`src/rtl/updown_counter_pkg.sv`:
```
// Shared definitions for the modulo up/down counter: mode encoding and the
// effective-step clamp used by the top level.
package updown_counter_pkg;

  localparam logic MODE_WRAP = 1'b0;
  localparam logic MODE_SAT  = 1'b1;

  // Step is limited to max_value, except that a nonzero step with max_value=0
  // becomes 1. This lets the single-value range still produce a wrap/saturate
  // pulse through the normal arithmetic path.
  function automatic logic [31:0] clampStep(input logic [31:0] stepIn,
                                            input logic [31:0] maxIn);
    logic [31:0] ceiling;
    ceiling = (maxIn == 32'd0) ? 32'd1 : maxIn;
    return (stepIn < ceiling) ? stepIn : ceiling;
  endfunction

endpackage

```
`src/rtl/updown_next_calc.sv`:
```
// Combinational next-count calculation for one enabled counter cycle, using
// WIDTH+1 bit arithmetic so limit crossings are detected without truncation.
module updown_next_calc
  import updown_counter_pkg::*;
#(
  parameter int WIDTH = 8
) (
  input  logic [WIDTH-1:0] count,
  input  logic [WIDTH-1:0] s,
  input  logic [WIDTH-1:0] max_value,
  input  logic             up_down,
  input  logic             mode,
  output logic [WIDTH-1:0] next_count,
  output logic             ovf_event,
  output logic             udf_event
);

  logic [WIDTH:0]   w_cnt;
  logic [WIDTH:0]   w_s;
  logic [WIDTH:0]   w_max;
  logic [WIDTH:0]   w_range;
  logic [WIDTH:0]   w_upSum;
  logic [WIDTH-1:0] w_upWrap;
  logic [WIDTH-1:0] w_dnDiff;
  logic [WIDTH-1:0] w_dnWrap;

  assign w_cnt    = {1'b0, count};
  assign w_s      = {1'b0, s};
  assign w_max    = {1'b0, max_value};
  assign w_range  = w_max + {{WIDTH{1'b0}}, 1'b1};
  assign w_upSum  = w_cnt + w_s;
  assign w_upWrap = WIDTH'(w_upSum - w_range);
  assign w_dnDiff = WIDTH'(w_cnt - w_s);
  assign w_dnWrap = WIDTH'(w_cnt + w_range - w_s);

  // An out-of-range count (max_value lowered) snaps to the limit silently.
  always_comb begin
    next_count = count;
    ovf_event  = 1'b0;
    udf_event  = 1'b0;
    if (w_cnt > w_max) begin
      next_count = max_value;
    end else if (w_s == '0) begin
      next_count = count;
    end else if (up_down) begin
      if (w_upSum > w_max) begin
        ovf_event  = 1'b1;
        next_count = (mode == MODE_SAT) ? max_value : w_upWrap;
      end else begin
        next_count = w_upSum[WIDTH-1:0];
      end
    end else begin
      if (w_s > w_cnt) begin
        udf_event  = 1'b1;
        next_count = (mode == MODE_SAT) ? '0 : w_dnWrap;
      end else begin
        next_count = w_dnDiff;
      end
    end
  end

endmodule

```
`src/rtl/modulo_updown_counter.sv`:
```
// Programmable-modulus up/down counter: holds the count, pulse and sticky
// flag registers and applies the rst > load > enable > hold priority.
module modulo_updown_counter
  import updown_counter_pkg::*;
#(
  parameter int WIDTH       = 8,
  parameter int STEP_W      = 4,
  parameter int RESET_VALUE = 0
) (
  input  logic              clk,
  input  logic              rst,
  input  logic              enable,
  input  logic              up_down,
  input  logic              mode,
  input  logic [STEP_W-1:0] step,
  input  logic [WIDTH-1:0]  max_value,
  input  logic              load,
  input  logic [WIDTH-1:0]  load_value,
  input  logic              clear_flags,
  output logic [WIDTH-1:0]  count,
  output logic              overflow,
  output logic              underflow,
  output logic              at_max,
  output logic              at_zero,
  output logic              sticky_ovf,
  output logic              sticky_udf
);

  logic [WIDTH-1:0] r_count;
  logic             r_ovf;
  logic             r_udf;
  logic             r_stickyOvf;
  logic             r_stickyUdf;

  logic [WIDTH-1:0] w_step;
  logic [WIDTH-1:0] w_next;
  logic             w_ovfEvent;
  logic             w_udfEvent;
  logic             w_setOvf;
  logic             w_setUdf;
  logic [WIDTH-1:0] w_loadClamped;

  assign w_step        = WIDTH'(clampStep(32'(step), 32'(max_value)));
  assign w_loadClamped = (load_value > max_value) ? max_value : load_value;
  assign w_setOvf      = ~load & enable & w_ovfEvent;
  assign w_setUdf      = ~load & enable & w_udfEvent;

  updown_next_calc #(
    .WIDTH(WIDTH)
  ) u_nextCalc (
    .count      (r_count),
    .s          (w_step),
    .max_value  (max_value),
    .up_down    (up_down),
    .mode       (mode),
    .next_count (w_next),
    .ovf_event  (w_ovfEvent),
    .udf_event  (w_udfEvent)
  );

  // Sticky flags rise on the same edge as their pulse; a new event beats clear.
  always_ff @(posedge clk) begin
    if (rst) begin
      r_count     <= WIDTH'(RESET_VALUE);
      r_ovf       <= 1'b0;
      r_udf       <= 1'b0;
      r_stickyOvf <= 1'b0;
      r_stickyUdf <= 1'b0;
    end else begin
      r_ovf       <= w_setOvf;
      r_udf       <= w_setUdf;
      r_stickyOvf <= w_setOvf | (r_stickyOvf & ~clear_flags);
      r_stickyUdf <= w_setUdf | (r_stickyUdf & ~clear_flags);
      if (load) begin
        r_count <= w_loadClamped;
      end else if (enable) begin
        r_count <= w_next;
      end
    end
  end

  assign count      = r_count;
  assign overflow   = r_ovf;
  assign underflow  = r_udf;
  assign sticky_ovf = r_stickyOvf;
  assign sticky_udf = r_stickyUdf;
  assign at_max     = (r_count == max_value);
  assign at_zero    = (r_count == '0);

endmodule

```
`config.mk`:
```
export PLATFORM = sky130hd
export DESIGN_NAME = modulo_updown_counter
export DESIGN_NICKNAME = d
export VERILOG_FILES = /design/src/rtl/updown_counter_pkg.sv /design/src/rtl/updown_next_calc.sv /design/src/rtl/modulo_updown_counter.sv
export SDC_FILE = /design/constraint.sdc
export NUM_CORES = 1
export LEC_CHECK = 0
export ABC_AREA = 0
export CORE_ASPECT_RATIO = 2
export CORE_MARGIN = 5
export CORE_UTILIZATION = 40
export DETAILED_ROUTE_END_ITERATION = 8
export DONT_BUFFER_PORTS = 1
export MAX_ROUTING_LAYER = met4
export PLACE_DENSITY = 0.58
export SLEW_MARGIN = 20
export SYNTH_ARGS = -nofsm -noshare
export SYNTH_HDL_FRONTEND = slang
export SYNTH_SLANG_ARGS = --single-unit
```
`constraint.sdc`:
```
create_clock -name clk -period 7.5 [get_ports clk]
set_input_delay 0.75 -clock clk [delete_from_list [all_inputs] [get_ports clk]]
set_output_delay 0.75 -clock clk [all_outputs]
set_load 0.05 [all_outputs]
```
Word level (Yosys, flattened, before mapping)
Cells that the tools add are included.
{ "word_totals": {"register_bits": 12, "out_inout_bits": 14, "word_cells": 52} }
{ "classes": {"add_sub_neg": 6, "order_cmp": 5, "eq_ne": 2, "muxes": 20, "n_bitwise": 9, "n_reduce_logical": 5} }
{ "ops": {"columns": ["cell", "count"], "rows": [
  ["$mux W8", 12],
  ["$gt A8 B8 Y1", 3],
  ["$sub A8 B8 Y8", 3],
  ["$logic_not A8 Y1", 2],
  ["$add A8 B8 Y9", 1],
  ["$gt A9 B8 Y1", 1],
  ["$logic_not A9 Y1", 1],
  ["$add A8 B1 Y8 const B", 1],
  ["$add A8 B8 Y8", 1],
  ["$eq A8 B8 Y1", 1],
  ["$lt A4 B8 Y1", 1],
  ["$mux W1", 8],
  ["$and A1 B1 Y1", 5],
  ["$ne A3 B2 Y1 const B", 1],
  ["$not A1 Y1", 2],
  ["$or A1 B1 Y1", 2],
  ["$reduce_and A2 Y1", 1],
  ["$reduce_bool A2 Y1", 1]
]} }

Logic depth before layout (Yosys ltp)
Gate-level depths: netlist (run 1).
{ "depth": {"word_depth": 13, "depth_mapped": 28} }

Modules after synthesis
A second synthesis (run 1) with hierarchy kept.
{ "hier_totals": {"cells_unflattened": 466, "area_unflattened_um2": 3602.2} }
{ "modules_own_cells": {"columns": ["mod", "instances", "cells_each", "area_per_inst_um2", "seq_area_each_um2"], "rows": [
  ["updown_next_calc", 1, 342, 2565.0, 0.0],
  ["modulo_updown_counter", 1, 124, 1037.2, 240.2]
]} }

Worst setup path before layout (run 1)
No wires, ideal clock.
{ "synth_path": {"path_kind": "input port to flip-flop", "from": "input max_value[0]", "to": "register r_count[5], in the netlist count[5]", "t_arrival_ns": 5.311, "setup_slack_ns": 2.052, "cell_stages": 28, "cell_sequence": "inv_1 -> ha_1 -> a31oi_1 -> inv_1 -> ha_1 -> o211ai_2 -> a21oi_4 -> nor2_1 -> a31oi_1 -> ha_1 -> inv_1 -> fa_1 -> inv_1 -> a21o_1 -> a21oi_1 -> o31ai_1 -> xor2_1 -> inv_1 -> ha_1 -> nor4_1 -> o21ai_1 -> a211oi_1 -> o31ai_1 -> a21oi_2 -> buf_4 -> mux2_2 -> a31oi_1 -> a311oi_2"} }
{ "synth_via": {"elab_chain_len": 13, "elab_cells_between_ends": 27, "classes_between": "6 x add/sub; 5 x order compare; 1 x eq/ne; 12 x mux; 3 x reduce/logical"} }
{ "synth_lines": {"columns": ["item", "line_no", "text"], "rows": [
  ["start, declared", "modulo_updown_counter.sv:16", "input logic [WIDTH-1:0] max_value,"],
  ["$logic_not A8 Y1", "updown_counter_pkg.sv:14", "ceiling = (maxIn == 32'd0) ? 32'd1 : maxIn;"],
  ["$mux W8", "updown_counter_pkg.sv:14", null],
  ["$lt A4 B8 Y1", "updown_counter_pkg.sv:15", "return (stepIn < ceiling) ? stepIn : ceiling;"],
  ["$mux W8", "updown_counter_pkg.sv:15", null],
  ["$add A8 B8 Y9", "updown_next_calc.sv:31", "assign w_upSum = w_cnt + w_s;"],
  ["$sub A8 B8 Y8", "updown_next_calc.sv:32", "assign w_upWrap = WIDTH'(w_upSum - w_range);"],
  ["$mux W8", "updown_next_calc.sv:48", "next_count = (mode == MODE_SAT) ? max_value : w_upWrap;"],
  ["$mux W8", "updown_next_calc.sv:46", "if (w_upSum > w_max) begin"],
  ["$mux W8", "updown_next_calc.sv:45", "end else if (up_down) begin"],
  ["$mux W8", "updown_next_calc.sv:43", "end else if (w_s == '0) begin"],
  ["$mux W8", "updown_next_calc.sv:41", "if (w_cnt > w_max) begin"],
  ["$mux W8", "modulo_updown_counter.sv:76", "end else if (enable) begin"],
  ["$mux W8", "modulo_updown_counter.sv:74", "if (load) begin"],
  ["end signal, assigned", "modulo_updown_counter.sv:64", "r_count <= WIDTH'(RESET_VALUE);"],
  ["end signal, assigned", "modulo_updown_counter.sv:75", "r_count <= w_loadClamped;"],
  ["end signal, assigned", "modulo_updown_counter.sv:77", "r_count <= w_next;"],
  ["end, declared", "modulo_updown_counter.sv:29", "logic [WIDTH-1:0] r_count;"]
]} }
Several ways; a longest one is shown, not always the timed one. The select of a mux whose other input is x is not followed.
A chain may end at the register's enable or synchronous reset.

Final worst setup path (run 1)
{ "layout_path": {"from": "input max_value[1]", "to": "register r_count[5], in the netlist count[5]"} }
The elaborated chain is that of the path after synthesis.

==> summary.txt, run 1 <==
Outcome
  • Status: finished clean

Place
  • Pre-CTS setup slack: 1.36 ns
  • HPWL reported at the end of detailed placement: 8.91 mm
  • Gpl congestion: 0.925
  • Buffers added on ports: 0

Global routing
  • GRT met3 Usage: 0.0283
  • Grt met1 use: 0.209
  • Total gr overflow: 0
  • Antenna violations before repair: 0
  • Grt peak-use layer: met2
  • GR Util met2: 0.369
  • First-pass GRT wire length: 16.2 mm
  • Vias in the first global route: 3158
  • Pin count of the biggest net entering global routing: 23
  • Tot GR Track Use: 0.213

Timing
  • Slew margin rel.: 0.366
  • Setup TNS: 0 ns
  • RSZ-0062 raised after global routing: false
  • Setup WS post-layout: 1.57 ns
  • Crit path time final: 5.93 ns
  • Least-Margin Pin Slew: 0.947 ns
  • Endpoints failing setup: 0
  • Final Hold Vio Count: 0
  • Fin. max-slew vios: 0
  • Setup Skew: 0.00134 ns
  • Final period util: 0.791
  • Fmax: 169 MHz

Synth
  • Count leader, synth: ha_1
  • Largest family of logic cells by synthesized area: adder cells
  • Synthesized instance count: 418
  • Multiplexer share of the synthesized area: 0.0436
  • Synth Cell Area: 0.00333 mm²
  • Synth Warn #: 0
  • XOR/XNOR Fraction of Synth Area: 0.0815
  • Register area share after synthesis: 0.0722
  • Synth top cells by count: ha_1, inv_1, nor2_1
  • Post-synth top flop: dfxtp_1
  • Number of synthesized register bits: 12
  • Fraction of registers with async set or reset after synthesis: 0
  • Main area contributors after synthesis: ha_1, dfxtp_1, fa_1
  • Yosys top cell by area: ha_1
  • Synth unique cells: 70
  • Number of enable flip-flop cells after synthesis: 0
  • Post-Synth Adder-Cell Area: 0.286
  • Yosys top cell area share: 0.225
  • Mean Syn Cell Area: 7.97 µm²
  • Synth Area in Compound Gates: 0.247
  • Simple logic cell fraction of the synthesized area: 0.192

Critical path
  • Critical Path Start Type: input port
  • Critical Path Source: max_value[1]
  • CP most frequent cell: inv_1
  • Worst path arrival time: 6.05 ns
  • Critical Path RT: 7.62 ns
  • Critical Path Sink Type: flip-flop
  • Top fanout value on the critical path: 12
  • CP max-delay cell: a21oi_2
  • Kind of critical path: input port to flip-flop
  • Critical R2R Launch: count[0]$_SDFFE_PP0P_
  • Slowest stage delay, CP: 0.52 ns

Pwr
  • Sw Ratio: 0.502
  • PwrDens: 230 mW/mm²
  • Cell-internal power: 0.407 mW
  • Switching power total: 0.410 mW
  • Sequential power share: 0.104
  • VDD IR max: 0.0000919 V
  • Lkg Pwr: 1.68 nW
  • Clock group share of total power: 0.141
  • Comb power frac: 0.755

Clock tree
  • CTS tree: built
  • Clock latency at the later pin of the worst-skew pair: 0.25 ns
  • Maximum root-to-sink buffer count: 2
  • Hold buffers post-CTS: 0
  • # resized after CTS: 0
  • CTS Root Cell: clkbuf_16
  • CTS buffer count: 3
  • Post-CTS Setup Bufs: 0
  • Clock transition at path regs: 0.05 ns
  • Clock sinks: 12
  • CTS H-tree depth: 1

Worst hold path
  • Hold Crit Start: rst
  • Tightest Hold Check Type: input port to flip-flop

Final layout
  • Filler instances: 837
  • Post-layout util: 0.431
  • Area Growth Syn to Fin: 6.58%
  • NumNets Final: 521
  • Share of cells above drive strength 1: 0.0804
  • Diodes inserted: 0

Routing
  • DRC Markers: 0
  • Via-per-instance ratio: 5.87
  • Total iterations of the first detailed-routing run: 4
  • Routed Wire Length: 10.5 mm
  • Post-route ant nets: 0
  • Via count: 3060
  • WL per Instance: 20.1 µm
  • Initial DRC Count: 178

Floorplan
  • Initial core utilization: 0.404
  • Die area: 0.0104 mm²
  • Top-Level Pins: 41
  • Core footprint: 0.00823 mm²
  • Die Y: 139 µm
  • Die Wd: 74.5 µm
  • Cell row count: 47

Job
  • Max-cap violations: 0
sequential cells by signal, indices dropped and copies added (netlist names):
name,count
count,8
overflow,1
underflow,1
sticky_udf,1
sticky_ovf,1
stage by stage:
step	instance area [µm²]	instances	hold slack, ns	total power [mW]
final	3550	521	0.567	0.817
after global routing	3550	521	0.559	0.891
after CTS	3550	521	0.563	0.818
after detailed placement	3460	517	0.695	0.701
after global placement	3460	517	0.692	0.695
after floorplan	3360	427	0.670	0.571
critical path, delay by kind of cell:
family	cells	cell delay, ns
adder cells (fa/ha/maj)	5	1.36
multiplexers	1	0.41
AO/OA/AOI/OAI	13	2.59
buffers and inverters	5	0.39
XOR/XNOR	1	0.23
AND/OR/NAND/NOR	2	0.33
power by group through the flow:
stage | Clock (mW) | Combinational, mW | Sequential (mW)
global placement | 0 | 0.608 | 0.0865
global route | 0.119 | 0.687 | 0.0856
CTS | 0.115 | 0.617 | 0.0853
detailed placement | 0 | 0.614 | 0.0866
floorplan | 0 | 0.456 | 0.115
finish | 0.115 | 0.617 | 0.0850
final timing paths:
kind / end / slack [ns] / cells after the start
max reg2reg: count[5]$_SDFFE_PP0P_ / 2.76 / 18
max: count[5]$_SDFFE_PP0P_ / 1.57 / 27
min: count[0]$_SDFFE_PP0P_ / 0.57 / 1
min reg2reg: sticky_udf$_SDFF_PP0_ / 0.69 / 2
layout by cell type (no fill, tap or decap), drive strengths merged, types with 11 or more instances in the layout:
cell and count:
inv 43, a21oi 25, o21ai 20, ha 60, nor2 30, a21o 12
nor3 12, nand3 11, nand2 17, conb 11, xnor2 22, dfxtp 12
per-layer routing:
layer	part of all wire	routed length [µm]
met5	0	0
met4	0.080	833
met2	0.53	5580
met3	0.041	433
met1	0.35	3610
cell type report:
type / instances / area (µm²) / share of cell area
multi-input combinational: 356 / 2880 / 0.810
timing repair buffer: 8 / 60.1 / 0.0169
sequential: 12 / 240 / 0.0677
inverter: 43 / 161 / 0.0455
clock buffer: 4 / 88.8 / 0.0250
tap: 98 / 123 / 0.0346
cells by family after synthesis:
group / after synthesis
AND/OR/NAND/NOR: 116
multiplexers: 14
buffers and inverters: 59
adder cells (fa/ha/maj): 70
other: 2
XOR/XNOR: 31
AO/OA/AOI/OAI: 114
flip-flops: 12
(Power assumes the default switching activity.)
==> run 2, diff against run 1 <==
--- a/config.mk
+++ b/config.mk
@@ -12,7 +12,7 @@
 export DETAILED_ROUTE_END_ITERATION = 8
 export DONT_BUFFER_PORTS = 1
 export MAX_ROUTING_LAYER = met4
-export PLACE_DENSITY = 0.58
+export PLACE_DENSITY = 0.6
 export SLEW_MARGIN = 20
 export SYNTH_ARGS = -nofsm -noshare
 export SYNTH_HDL_FRONTEND = slang
==> constraint.sdc (replaced) <==
create_clock -name clk -period 5.25 [get_ports clk]
set_input_delay 0.525 -clock clk [delete_from_list [all_inputs] [get_ports clk]]
set_output_delay 0.525 -clock clk [all_outputs]
set_load 0.05 [all_outputs]
==> summary.txt, run 2 (synthesis results as in run 1) <==
Outcome
  • Status: finished clean (unchanged)

Timing
  • WHS: 0.349 ns (was 0.567 ns)
  • Endpoints failing setup: 0 (unchanged)
  • Fin. max-slew vios: 0 (unchanged)
  • Final period util: 0.969
  • Least-Margin Pin Slew: 0.943 ns (was 0.947 ns)
  • Fmax: 196 MHz
  • RSZ-0062 raised after global routing: true (was false)
  • Setup TNS: 0 ns (unchanged)
  • Final Hold Vio Count: 0 (unchanged)
  • Setup Skew: 0.00535 ns (was 0.00134 ns)
  • Slew margin rel.: 0.369 (was 0.366)
  • Crit path time final: 5.09 ns
  • Setup WS post-layout: 0.160 ns (was 1.57 ns)

Floorplan
  • Core footprint: 0.00823 mm² (unchanged)
  • Top-Level Pins: 41 (unchanged)
  • Cell row count: 47 (unchanged)
  • Die area: 0.0104 mm² (unchanged)
  • Initial core utilization: 0.404 (unchanged)
  • Die Y: 139 µm (unchanged)
  • Die Wd: 74.5 µm (unchanged)

Place
  • Buffers added on ports: 0 (unchanged)
  • Area of placed instances: 0.00368 mm² (was 0.00346 mm²)
  • Gpl congestion: 0.963 (was 0.925)
  • Pre-CTS setup slack: -0.272 ns (was 1.36 ns)
  • HPWL reported at the end of detailed placement: 9.68 mm (was 8.91 mm)
  • Inst Count DP: 547 (was 517)

Pwr
  • Clock group share of total power: 0.114 (was 0.141)
  • Switching power total: 0.655 mW (was 0.410 mW)
  • Sequential power share: 0.089 (was 0.104)
  • Sw Ratio: 0.480 (was 0.502)
  • Cell-internal power: 0.709 mW (was 0.407 mW)
  • PwrDens: 344 mW/mm² (was 230 mW/mm²)
  • VDD IR max: 0.000140 V (was 0.0000919 V)
  • Comb power frac: 0.797 (was 0.755)
  • Power Total: 1.36 mW (was 0.817 mW)
  • Lkg Pwr: 1.86 nW (was 1.68 nW)

Routing
  • WL per Instance: 20.7 µm (was 20.1 µm)
  • DRC Markers: 0 (unchanged)
  • Via count: 3303 (was 3060)
  • Via-per-instance ratio: 5.93 (was 5.87)
  • Routed Wire Length: 11.5 mm (was 10.5 mm)
  • Total iterations of the first detailed-routing run: 4 (unchanged)
  • Post-route ant nets: 0 (unchanged)
  • Initial DRC Count: 173 (was 178)

Critical path
  • Critical Path Sink Type: flip-flop (unchanged)
  • Critical R2R Launch: count[0]$_SDFFE_PP0P_ (unchanged)
  • Worst path arrival time: 5.20 ns (was 6.05 ns)
  • Kind of critical path: input port to flip-flop (unchanged)
  • Critical Path Start Type: input port (unchanged)
  • Critical Path Source: max_value[6] (was max_value[1])
  • Top fanout value on the critical path: 6 (was 12)
  • Critical Path RT: 5.36 ns (was 7.62 ns)

Worst hold path
  • Hold Crit Start: rst (unchanged)
  • Tightest Hold Check Type: input port to flip-flop (unchanged)

Clock tree
  • CTS H-tree depth: 1 (unchanged)
  • Clock sinks: 12 (unchanged)
  • CTS tree: built (unchanged)
  • Maximum root-to-sink buffer count: 2 (unchanged)
  • Hold buffers post-CTS: 0 (unchanged)
  • CTS Root Cell: clkbuf_16 (unchanged)
  • CTS buffer count: 3 (unchanged)
  • Clock transition at path regs: 0.05 ns (about the same)
  • Clock latency at the later pin of the worst-skew pair: 0.24 ns (was 0.25 ns)

Final layout
  • NumNets Final: 557 (was 521)
  • Design Area, Final: 0.00396 mm² (was 0.00355 mm²)
  • Filler instances: 819 (was 837)
  • Post-layout util: 0.481 (was 0.431)
  • Non-Filler Instances: 557 (was 521)
  • Area Growth Syn to Fin: 18.9% (was 6.58%)
  • Most frequent cells in the layout: ha_1, buf_4, inv_1 (was ha_1, inv_1, nor2_1)
  • Share of cells above drive strength 1: 0.194 (was 0.0804)
  • Diodes inserted: 0 (unchanged)
  • Max FFs per register: 8 (unchanged)
  • Commonest non-fill, non-tap cell in the layout: ha_1 (unchanged)

Global routing
  • First-pass GRT wire length: 17.1 mm (was 16.2 mm)
  • Antenna violations before repair: 0 (unchanged)
  • Total gr overflow: 0 (unchanged)
  • Tot GR Track Use: 0.224 (was 0.213)
  • Vias in the first global route: 3290 (was 3158)
  • Pin count of the biggest net entering global routing: 23 (unchanged)

Job
  • Max-cap violations: 0 (unchanged)
[run 2: changes by cell type in the layout (fill, tap and decap cells not counted), sizes merged]
cell   delta
a21oi     +1
buf      +35
[run 2: final timing paths]
kind | cells past startpoint | slack, ns | endpoint
worst max-delay path | 26 | 0.16 | count[5]$_SDFFE_PP0P_
worst min-delay path | 1 | 0.35 | count[1]$_SDFFE_PP0P_
worst max register to register | 19 | 1.20 | count[5]$_SDFFE_PP0P_
worst min register to register | 2 | 0.69 | sticky_udf$_SDFF_PP0_
[run 2: area by class of cell]
class                      instances  area [µm²]  share of cell area
multi-input combinational        357        3020               0.762
timing repair buffer              43         330              0.0834
sequential                        12         240              0.0607
inverter                          43         161              0.0408
tap                               98         123              0.0310
clock buffer                       4        88.8              0.0224
[run 2: what timing repair did]
item                                    4_1_cts  5_1_grt
resized for setup                             1       29
buffers inserted                              0        6
endpoints found under the setup margin        2       10
pin swaps                                     0       21
cloned                                        0        1
[run 2: critical path, stage by stage]
cell	delay, ns
nor4_4	0.39
a31oi_4	0.15
inv_2	0.09
ha_4	0.14
o211ai_4	0.07
a21oi_4	0.19
nor2_1	0.06
a31oi_1	0.21
ha_2	0.23
inv_2	0.04
fa_2	0.40
inv_2	0.06
a21o_1	0.11
a21oi_2	0.06
o31ai_2	0.27
xor2_1	0.22
inv_1	0.09
ha_2	0.18
nor4_1	0.27
o21ai_1	0.13
a211oi_2	0.28
o31ai_4	0.13
a21oi_4	0.29
mux2_4	0.33
a31oi_1	0.16
a311oi_2	0.11
[run 2: layer usage]
| layer | share of wire | global-route usage | wire length, µm |
|---|---|---|---|
| met5 | 0 | - | 0 |
| met4 | 0.076 | 0.124 | 878 |
| met3 | 0.046 | 0.0319 | 532 |
| met2 | 0.54 | 0.405 | 6260 |
| met1 | 0.33 | 0.217 | 3860 |
[run 2: power groups by stage]
stage | Clock [mW] | Sequential (mW) | Combinational [mW]
2_1_floorplan | 0 | 0.164 | 0.651
3_3_place_gp | 0 | 0.122 | 0.956
3_5_place_dp | 0 | 0.122 | 0.971
4_1_cts | 0.157 | 0.121 | 0.980
5_1_grt | 0.165 | 0.121 | 1.18
6_report | 0.156 | 0.121 | 1.09
==> run 3, diff against run 2 <==
--- a/config.mk
+++ b/config.mk
@@ -9,6 +9,7 @@
 export CORE_ASPECT_RATIO = 2
 export CORE_MARGIN = 5
 export CORE_UTILIZATION = 40
+export CTS_BUF_LIST = sky130_fd_sc_hd__clkbuf_2
 export DETAILED_ROUTE_END_ITERATION = 8
 export DONT_BUFFER_PORTS = 1
 export MAX_ROUTING_LAYER = met4
==> summary.txt, run 3 (synthesis results as in run 1) <==
Final layout
  • Max FFs per register: 8 (unchanged)
  • Share of cells above drive strength 1: 0.173 (was 0.194)
  • Design Area, Final: 0.00382 mm² (was 0.00396 mm²)
  • Most frequent cells in the layout: ha_1, inv_1, buf_4 (was ha_1, buf_4, inv_1)
  • Diodes inserted: 0 (unchanged)
  • Commonest non-fill, non-tap cell in the layout: ha_1 (unchanged)
  • Storage element area: 240 µm² (unchanged)
  • Filler instances: 842 (was 819)
  • Multi-input gate area: 0.00297 mm² (was 0.00302 mm²)
  • Post-layout util: 0.464 (was 0.481)
  • Non-Filler Instances: 555 (was 557)
  • NumNets Final: 555 (was 557)
  • Area Growth Syn to Fin: 14.8% (was 18.9%)

Timing
  • WHS: 0.290 ns (was 0.349 ns)
  • Slew margin rel.: 0.372 (was 0.369)
  • Final period util: 0.964 (was 0.969)
  • Setup Skew: 0.00176 ns (was 0.00535 ns)
  • Fmax: 198 MHz (was 196 MHz)
  • Setup TNS: 0 ns (unchanged)
  • Crit path time final: 5.06 ns (was 5.09 ns)
  • Least-Margin Pin Slew: 0.938 ns (was 0.943 ns)
  • Setup WS post-layout: 0.188 ns (was 0.160 ns)
  • Fin. max-slew vios: 0 (unchanged)
  • Endpoints failing setup: 0 (unchanged)
  • Final Hold Vio Count: 0 (unchanged)

Clock tree
  • Clock transition at path regs: 0.12 ns (was 0.05 ns)
  • Clock sinks: 12 (unchanged)
  • CTS buffer count: 3 (unchanged)
  • CTS tree: built (unchanged)
  • CTS Root Cell: clkbuf_2 (was clkbuf_16)
  • Clock latency at the later pin of the worst-skew pair: 0.28 ns (was 0.24 ns)
  • Maximum root-to-sink buffer count: 2 (unchanged)
  • CTS H-tree depth: 1 (unchanged)

Critical path
  • Critical Path Start Type: input port (unchanged)
  • Critical R2R Capture: count[5]$_SDFFE_PP0P_ (unchanged)
  • Worst path arrival time: 5.23 ns (was 5.20 ns)
  • CP cell instances: inv_1, ha_2, a31oi_2, inv_1, ha_1, o211ai_2, a21oi_4, buf_4, mux2_2, ha_2, nand3b_1, o2111ai_1, o311ai_0, xnor2_1, buf_4, ha_1, nor4_1, o21ai_1, a211oi_2, o31ai_4, a21oi_4, mux2_2, a31oi_1, a311oi_2
  • Buf/Inv on CP: 4 (unchanged)
  • Slowest stage delay, CP: 0.42 ns (was 0.40 ns)
  • Kind of critical path: input port to flip-flop (unchanged)
  • Critical Path RT: 5.42 ns (was 5.36 ns)
  • Critical Path Sink Type: flip-flop (unchanged)
  • Top fanout value on the critical path: 10 (was 6)
  • R2R cell count: 19 (unchanged)
  • Critical R2R Launch: count[0]$_SDFFE_PP0P_ (unchanged)
  • Internal reg-to-reg setup slack: 1.23 ns (was 1.20 ns)
  • CP max-delay cell: ha_2 (was fa_2)
  • Crit path max-delay family: compound AO/OA/AOI/OAI gates (unchanged)

Pwr
  • Sequential power share: 0.099 (was 0.089)
  • Comb power frac: 0.861 (was 0.797)
  • PwrDens: 320 mW/mm² (was 344 mW/mm²)
  • Switching power total: 0.638 mW (was 0.655 mW)
  • Cell-internal power: 0.585 mW (was 0.709 mW)
  • Power Total: 1.22 mW (was 1.36 mW)
  • Sw Ratio: 0.522 (was 0.480)
  • Clock group share of total power: 0.041 (was 0.114)
  • Lkg Pwr: 1.82 nW (was 1.86 nW)
  • VDD IR max: 0.000124 V (was 0.000140 V)

Worst hold path
  • WHS Endpoint: count[4]$_SDFFE_PP0P_ (was count[1]$_SDFFE_PP0P_)
  • Hold depth: 1 (unchanged)
  • Tightest Hold Check Type: input port to flip-flop (unchanged)
  • Hold Crit Start: rst (unchanged)

Global routing
  • First-pass GRT wire length: 17.2 mm (was 17.1 mm)
  • Vias in the first global route: 3314 (was 3290)
  • Antenna violations before repair: 0 (unchanged)
  • Pin count of the biggest net entering global routing: 23 (unchanged)
  • Total gr overflow: 0 (unchanged)
  • Tot GR Track Use: 0.226 (was 0.224)

Routing
  • Total iterations of the first detailed-routing run: 4 (unchanged)
  • Post-route ant nets: 0 (unchanged)
  • Via count: 3285 (was 3303)
  • Initial DRC Count: 180 (was 173)
  • DRC Markers: 0 (unchanged)
  • Routed Wire Length: 11.4 mm (was 11.5 mm)
  • WL per Instance: 20.5 µm (was 20.7 µm)
  • Via-per-instance ratio: 5.92 (was 5.93)

Floorplan
  • Top-Level Pins: 41 (unchanged)
  • Core footprint: 0.00823 mm² (unchanged)
  • Initial core utilization: 0.404 (unchanged)
  • Cell row count: 47 (unchanged)
  • Die Y: 139 µm (unchanged)
  • Die area: 0.0104 mm² (unchanged)
  • Die Wd: 74.5 µm (unchanged)

Place
  • Pre-CTS setup slack: -0.272 ns (unchanged)
  • HPWL reported at the end of detailed placement: 9.68 mm (unchanged)
  • Buffers added on ports: 0 (unchanged)
  • Inst Count DP: 547 (unchanged)
  • Area of placed instances: 0.00368 mm² (unchanged)
  • Gpl congestion: 0.963 (unchanged)

Job
  • Max-cap violations: 0 (unchanged)

Outcome
  • Status: finished clean (unchanged)
[run 3: cell count changes in the layout (fill, tap and decap cells not counted), sizes merged]
cell	before	now
buf	43	41
clkbuf	4	3
clkinv	0	1
[run 3: area by class of cell]
class,instances,share of cell area
Clock buffer,3,0.00393
Clock inverter,1,0.000982
Inverter,43,0.0422
Multi-Input combinational cell,357,0.777
Sequential cell,12,0.0628
Tap cell,98,0.0321
Timing Repair Buffer,41,0.0805
[run 3: worst max-delay path by stage]
stage | startpoint | endpoint | slack [ns] | cells past startpoint
floorplan | max_value[0] | count[5]$_SDFFE_PP0P_ | 0.03 | 28
global placement | max_value[0] | count[5]$_SDFFE_PP0P_ | -0.21 | 27
detailed placement | max_value[0] | count[5]$_SDFFE_PP0P_ | -0.27 | 27
CTS | max_value[0] | count[5]$_SDFFE_PP0P_ | 0.02 | 27
global route | max_value[0] | count[7]$_SDFFE_PP0P_ | -0.08 | 27
finish | max_value[0] | count[5]$_SDFFE_PP0P_ | 0.19 | 24
[run 3: power by group through the flow]
stage | clock [mW] | sequential, mW | combinational [mW]
6_report | 0.0496 | 0.121 | 1.05
5_1_grt | 0.0578 | 0.120 | 1.15
4_1_cts | 0.0515 | 0.120 | 0.975
3_5_place_dp | 0 | 0.122 | 0.971
3_3_place_gp | 0 | 0.122 | 0.956
2_1_floorplan | 0 | 0.164 | 0.651
[run 3: layer usage]
| metal | vias to the layer above | GRT usage | wire length, µm |
|---|---|---|---|
| li1 | 1589 | - | - |
| met1 | 1538 | 0.219 | 3770 |
| met2 | 113 | 0.408 | 6130 |
| met3 | 45 | 0.0319 | 589 |
| met4 | 0 | 0.122 | 867 |
| met5 | - | - | 0 |
[run 3: repair_timing]
action                                  4_1_cts  5_1_grt
hold buffers                                  0        0
gates resized for setup                       0       17
endpoints found under the setup margin        0       10
setup buffers                                 0        3
